## src/rtl/instrumented_adder_sweeper.sv

```systemverilog
// rtl/instrumented_adder_sweeper.sv - ring-oscillator tap sweeper with windowed edge counting
// Optional extrema tracking under INSTR_ADDER_SWEEP_MINMAX_EN.
module instrumented_adder_sweeper #(
   parameter int WIDTH    = 32,
   parameter int WINDOW_W = 16,
   parameter int COUNT_W  = 24,
   parameter int SEL_W    = $clog2(WIDTH)
) (
   input  logic                wb_clk_i,
   input  logic                rst_n,
   input  logic                start,
   input  logic                abort,
   input  logic [SEL_W-1:0]    first_bit,
   input  logic [SEL_W-1:0]    last_bit,
   input  logic [WINDOW_W-1:0] window,
   output logic                ring_en,
   output logic [WIDTH-1:0]    ring_sel,
   input  logic                chain_out,
   output logic                res_valid,
   input  logic                res_ready,
   output logic [SEL_W-1:0]    res_bit,
   output logic [COUNT_W-1:0]  res_count,
   output logic                busy,
   output logic                done,
   output logic [COUNT_W-1:0]  min_count,
   output logic [COUNT_W-1:0]  max_count,
   output logic [SEL_W-1:0]    min_bit
);

   typedef enum logic [2:0] {S_IDLE, S_ARM, S_MEASURE, S_EMIT, S_NEXT} state_t;

   state_t              state_q;
   logic [SEL_W-1:0]    cur_bit_q, last_bit_q;
   logic [WINDOW_W-1:0] window_q, win_cnt_q;
   logic                single_q;
   logic [1:0]          arm_cnt_q;
   logic [COUNT_W-1:0]  count_q;
   logic                sync1_q, sync2_q, sync3_q;
   logic                ring_en_q, res_valid_q, busy_q, done_q;
   logic [WIDTH-1:0]    ring_sel_q;
   logic [SEL_W-1:0]    res_bit_q;
   logic [COUNT_W-1:0]  res_count_q;

   logic                edge_det;
   logic [COUNT_W-1:0]  count_d;
   logic [SEL_W-1:0]    next_bit_d;
   logic                final_d;
   logic                handshake;

   function automatic logic [WIDTH-1:0] onehot(input logic [SEL_W-1:0] b);
      logic [WIDTH-1:0] v;
      v    = '0;
      v[b] = 1'b1;
      return v;
   endfunction

   // sync3_q is the previous synchronised sample, so edge_det is a rising edge of chain_out
   assign edge_det   = sync2_q & ~sync3_q;
   assign count_d    = (edge_det && (count_q != {COUNT_W{1'b1}})) ? count_q + 1'b1 : count_q;
   assign next_bit_d = cur_bit_q + 1'b1;
   assign final_d    = single_q || (cur_bit_q == last_bit_q);
   assign handshake  = (state_q == S_EMIT) && res_ready && !abort;

   always_ff @(posedge wb_clk_i or negedge rst_n) begin
      if (!rst_n) begin
         sync1_q <= 1'b0;
         sync2_q <= 1'b0;
         sync3_q <= 1'b0;
      end else begin
         sync1_q <= chain_out;
         sync2_q <= sync1_q;
         sync3_q <= sync2_q;
      end
   end

   always_ff @(posedge wb_clk_i or negedge rst_n) begin
      if (!rst_n) begin
         state_q     <= S_IDLE;
         cur_bit_q   <= '0;
         last_bit_q  <= '0;
         window_q    <= '0;
         win_cnt_q   <= '0;
         single_q    <= 1'b0;
         arm_cnt_q   <= '0;
         count_q     <= '0;
         ring_en_q   <= 1'b0;
         ring_sel_q  <= '0;
         res_valid_q <= 1'b0;
         res_bit_q   <= '0;
         res_count_q <= '0;
         busy_q      <= 1'b0;
         done_q      <= 1'b0;
      end else begin
         done_q <= 1'b0;
         if (abort) begin
            state_q     <= S_IDLE;
            ring_en_q   <= 1'b0;
            ring_sel_q  <= '0;
            res_valid_q <= 1'b0;
            busy_q      <= 1'b0;
         end else begin
            case (state_q)
               S_IDLE: if (start) begin
                  cur_bit_q  <= first_bit;
                  last_bit_q <= last_bit;
                  window_q   <= (window == '0) ? WINDOW_W'(1) : window;
                  single_q   <= (first_bit > last_bit);
                  arm_cnt_q  <= '0;
                  ring_en_q  <= 1'b1;
                  ring_sel_q <= onehot(first_bit);
                  busy_q     <= 1'b1;
                  state_q    <= S_ARM;
               end
               S_ARM: begin
                  if (arm_cnt_q == 2'd3) begin
                     count_q   <= '0;
                     win_cnt_q <= window_q;
                     state_q   <= S_MEASURE;
                  end else begin
                     arm_cnt_q <= arm_cnt_q + 1'b1;
                  end
               end
               S_MEASURE: begin
                  count_q <= count_d;
                  if (win_cnt_q == WINDOW_W'(1)) begin
                     res_count_q <= count_d;
                     res_bit_q   <= cur_bit_q;
                     res_valid_q <= 1'b1;
                     ring_en_q   <= 1'b0;
                     ring_sel_q  <= '0;
                     state_q     <= S_EMIT;
                  end else begin
                     win_cnt_q <= win_cnt_q - 1'b1;
                  end
               end
               S_EMIT: if (res_ready) begin
                  res_valid_q <= 1'b0;
                  done_q      <= final_d;
                  state_q     <= S_NEXT;
               end
               S_NEXT: begin
                  if (final_d) begin
                     busy_q  <= 1'b0;
                     state_q <= S_IDLE;
                  end else begin
                     cur_bit_q  <= next_bit_d;
                     arm_cnt_q  <= '0;
                     ring_en_q  <= 1'b1;
                     ring_sel_q <= onehot(next_bit_d);
                     state_q    <= S_ARM;
                  end
               end
               default: state_q <= S_IDLE;
            endcase
         end
      end
   end

   assign ring_en   = ring_en_q;
   assign ring_sel  = ring_sel_q;
   assign res_valid = res_valid_q;
   assign res_bit   = res_bit_q;
   assign res_count = res_count_q;
   assign busy      = busy_q;
   assign done      = done_q;

`ifdef INSTR_ADDER_SWEEP_MINMAX_EN
   logic [COUNT_W-1:0] min_q, max_q;
   logic [SEL_W-1:0]   min_bit_q;
   logic               have_q;

   // Taps ascend within a sweep, so a strict compare keeps the lower index on ties
   always_ff @(posedge wb_clk_i or negedge rst_n) begin
      if (!rst_n) begin
         min_q     <= '0;
         max_q     <= '0;
         min_bit_q <= '0;
         have_q    <= 1'b0;
      end else if ((state_q == S_IDLE) && start && !abort) begin
         min_q     <= {COUNT_W{1'b1}};
         max_q     <= '0;
         min_bit_q <= '0;
         have_q    <= 1'b0;
      end else if (handshake) begin
         have_q <= 1'b1;
         if (!have_q || (res_count_q < min_q)) begin
            min_q     <= res_count_q;
            min_bit_q <= res_bit_q;
         end
         if (res_count_q > max_q) max_q <= res_count_q;
      end
   end

   assign min_count = min_q;
   assign max_count = max_q;
   assign min_bit   = min_bit_q;
`else
   assign min_count = '0;
   assign max_count = '0;
   assign min_bit   = '0;
`endif

endmodule

```

## config.mk

```make
export PLATFORM = sky130hd
export DESIGN_NAME = instrumented_adder_sweeper
export DESIGN_NICKNAME = d
export VERILOG_FILES = /design/src/rtl/instrumented_adder_sweeper.sv
export SDC_FILE = /design/constraint.sdc
export NUM_CORES = 1
export LEC_CHECK = 0
export ABC_AREA = 1
export CAP_MARGIN = 20
export CORE_MARGIN = 2
export CORE_UTILIZATION = 50
export CTS_CLUSTER_SIZE = 16
export DETAILED_ROUTE_END_ITERATION = 7
export DONT_BUFFER_PORTS = 1
export GPL_ROUTABILITY_DRIVEN = 0
export PLACE_DENSITY = 0.7
export SLEW_MARGIN = 20
export SYNTH_ARGS = -nofsm -noshare
export SYNTH_HDL_FRONTEND = slang
export SYNTH_SLANG_ARGS = --single-unit
```

## constraint.sdc

```tcl
create_clock -name wb_clk_i -period 3.4 [get_ports wb_clk_i]
set_input_delay 0.34 -clock wb_clk_i [delete_from_list [all_inputs] [get_ports wb_clk_i]]
set_output_delay 0.34 -clock wb_clk_i [all_outputs]
set_load 0.02 [all_outputs]
```

==> impl_metrics.ini <==
[yosys]
seq_area_frac_synth_pct = 40.7
synth_ff_type = dfrtp_1
synth-edff-count = 0
avgSynthCellArea_um2 = 7.03
netlist_area_um2 = 8610
netlist_instances = 1225
ys_types = 43
yosysTopAreaCell = dfrtp_1
synthTopCellsByArea = dfrtp_1 41%, nand2_1 23%, buf_4 5.1%
yosys_warnings = 0
synth_top_cell_area_share_pct = 40.7
ys_ff_latch = 140
synth-async-reset-ratio_pct = 100

[route]
vias = 7412
antenna_left = 0
drt_first_pass_iters = 6
wl_um = 20400
drc = 0
wire_per_inst_um = 14.1
initialDrtViolationCount = 556
viasPerCell = 5.15

[grt]
antenna_found_initial = 0
grt_max_degree = 141
grt_pass1_wl_um = 33300
grt_usage_pct = 22.6
overflow = 0
grt_pass1_vias = 6745

[clock_network]
cts_buffers = 17
insertion_delay_ns = 0.43
cts_sinks = 140
hold_buffers = 1
post_cts_resized = 0
htree_levels = 4
clk_pin_slew_worst_paths_ns = 0.06
clockBufferDepth = 2
cts_tree = done
clock-root-buffer = clkbuf_16

[worst_setup_path]
worstPathCellList = inv_2, nand3_1, nor2_2, buf_4, inv_2, nor2_4, inv_2, nand2_1, o21ai_0
startpoint_type = register
cp_max_fo = 28
arrival_ns = 2.80
end_kind = register
slowest_delay_ns = 0.41
critical_path.most_common_cell = inv_2
critical_path_class = reg -> reg
crit_slowest_cell = dfrtp_1
crit_family = simple AND/OR/NAND/NOR gates
path_buf_inv = 4
required_ns = 3.69

[timing]
hold_viol_final = 140
post-route-period-util_pct = 74.1
min_period_ns = 2.52
worstMarginPinSlew_ns = 0.790
rsz0062_at_grt = no
drv_slew = 0
clock-skew-final_ns = 0.00953
max_freq_ghz = 0.397
tns_ns = 0
whs_ns = -0.392
setup_viol = 0
slew_headroom_pct = 47.0

[layout]
nNetsFinal = 1254
final_common_cell = nand2_1
final_cell_mix = 534 x nand2_1, 140 x dfrtp_1, 80 x inv_1
fillerInstances = 1647
area_growth_pct = 6.19
fin_cells = 1440
drive_gt1_share_pct = 6.56
diodes = 0
stdcell_area_um2 = 9150

[pwr]
power_density_nw_per_um2 = 681
totalPowerFinal_mw = 6.22
vdd_drop_max_mv = 0.497
p_leak_nw = 4.66

[run_status]
status = complete, but fails checks
violations = hold timing

[run]
cap_violations = 0

[placement]
port_buffers = 0
placed_area_um2 = 8490
dp_hpwl_um = 14300
dp.cells = 1408

[min_path]
min_path_type = in -> async

[floorplan]
dieArea_um2 = 18300
start_util_pct = 51.6
die_h_um = 135
rows = 47
die_w_um = 135
io_pins = 150
core_um2 = 16700
==> layout make-up <==
type	count	area [µm²]	area share, %
clock buffers	19	453	4.95
clock inverters	12	186	2.04
inverters	90	338	3.69
multi-input cells	953	4340	47.5
flip-flops and latches	140	3500	38.3
well taps	220	275	3.01
repair buffers	6	47.5	0.520
==> where the power goes <==
| part | leakage, nW | internal, mW | total, mW | switching, mW |
|---|---|---|---|---|
| clock network | 0.302 | 1.27 | 2.01 | 0.742 |
| registers | 1.87 | 1.97 | 2.32 | 0.350 |
| logic | 2.49 | 0.534 | 1.89 | 1.36 |
| total | 4.66 | 3.77 | 6.22 | 2.45 |
==> kinds of logic after synthesis <==
kind of cell | synth area share (%)
buf+inv | 11.3
compound gates | 7.54
simple gates | 36.8
xor+xnor | 1.69
fa+ha+maj | 2.03
other cells | 0.0435
flops | 40.7
==> cells in the mapped netlist (2+ instances only) <==
master,number
nand2_1,534
dfrtp_1,140
inv_1,80
nor2_1,79
nand3_1,59
buf_4,58
o21ai_0,52
nand4_1,45
a21oi_1,43
buf_2,16
clkbuf_1,14
ha_1,14
inv_2,10
nor3_1,8
o21ai_1,7
nand2_2,6
xnor2_1,6
nor2_4,5
o21ai_2,5
xor2_1,5
buf_6,4
nor2_2,4
nor4_1,3
o21bai_1,3
or2_2,3
nand2_4,2
nand3_2,2
o211ai_1,2
xor2_2,2
==> stage by stage <==
step	util [%]	setup WS (ns)
after global placement	50.8	0.970
after CTS	54.7	0.891
after global routing	54.8	0.664
final	54.8	0.882
after detailed placement	50.8	0.907
after floorplan	-	1.63
==> what timing repair did <==
item,in CTS,in global routing
setup endpoints to repair,0,0
buffers inserted,0,0
endpoints found under the hold margin,141,140
==> state kept, by name, summed over array words and instances (netlist names), 2 cells and up <==
signal / flops
ring_sel: 32
count_q: 24
res_count: 24
win_cnt_q: 16
window_q: 16
cur_bit_q: 5
last_bit_q: 5
res_bit: 5
state_q: 3
arm_cnt_q: 2
==> worst reg2reg max path, cell delays in order (launching register included) <==
cell	delay (ns)
dfrtp_1	0.41
inv_2	0.09
nand3_1	0.34
nor2_2	0.18
buf_4	0.32
inv_2	0.10
nor2_4	0.40
inv_2	0.34
nand2_1	0.12
o21ai_0	0.09
==> routing by layer <==
metal / global-route usage (%) / wire (µm) / part of all wire, % / vias up
met5: 0 / 0 / 0 / -
met4: 4.69 / 161 / 0.79 / 0
met3: 6.62 / 1320 / 6.5 / 19
met2: 35.4 / 9240 / 45 / 188
met1: 31.4 / 9650 / 47 / 3455
li1: - / - / - / 3750
==> path summary, 6_finish.rpt <==
| check | cells past startpoint | end | slack (ns) | start |
|---|---|---|---|---|
| max | 9 | res_bit[0]$_DFFE_PN0P_ | 0.88 | state_q[0]$_DFFE_PN0P_ |
| min | 0 | res_count[4]$_DFFE_PN0P_ | -0.39 | rst_n |
| max reg2reg | 9 | res_bit[0]$_DFFE_PN0P_ | 0.88 | state_q[0]$_DFFE_PN0P_ |
| min reg2reg | 0 | sync2_q$_DFF_PN0_ | 0.35 | sync1_q$_DFF_PN0_ |
| max in group asynchronous | 0 | ring_sel[7]$_DFFE_PN0P_ | 3.55 | rst_n |
| min in group wb_clk_i | 2 | last_bit_q[0]$_DFFE_PN0P_ | 0.02 | last_bit[0] |
Note: power is estimated with default switching activity, not from simulation.
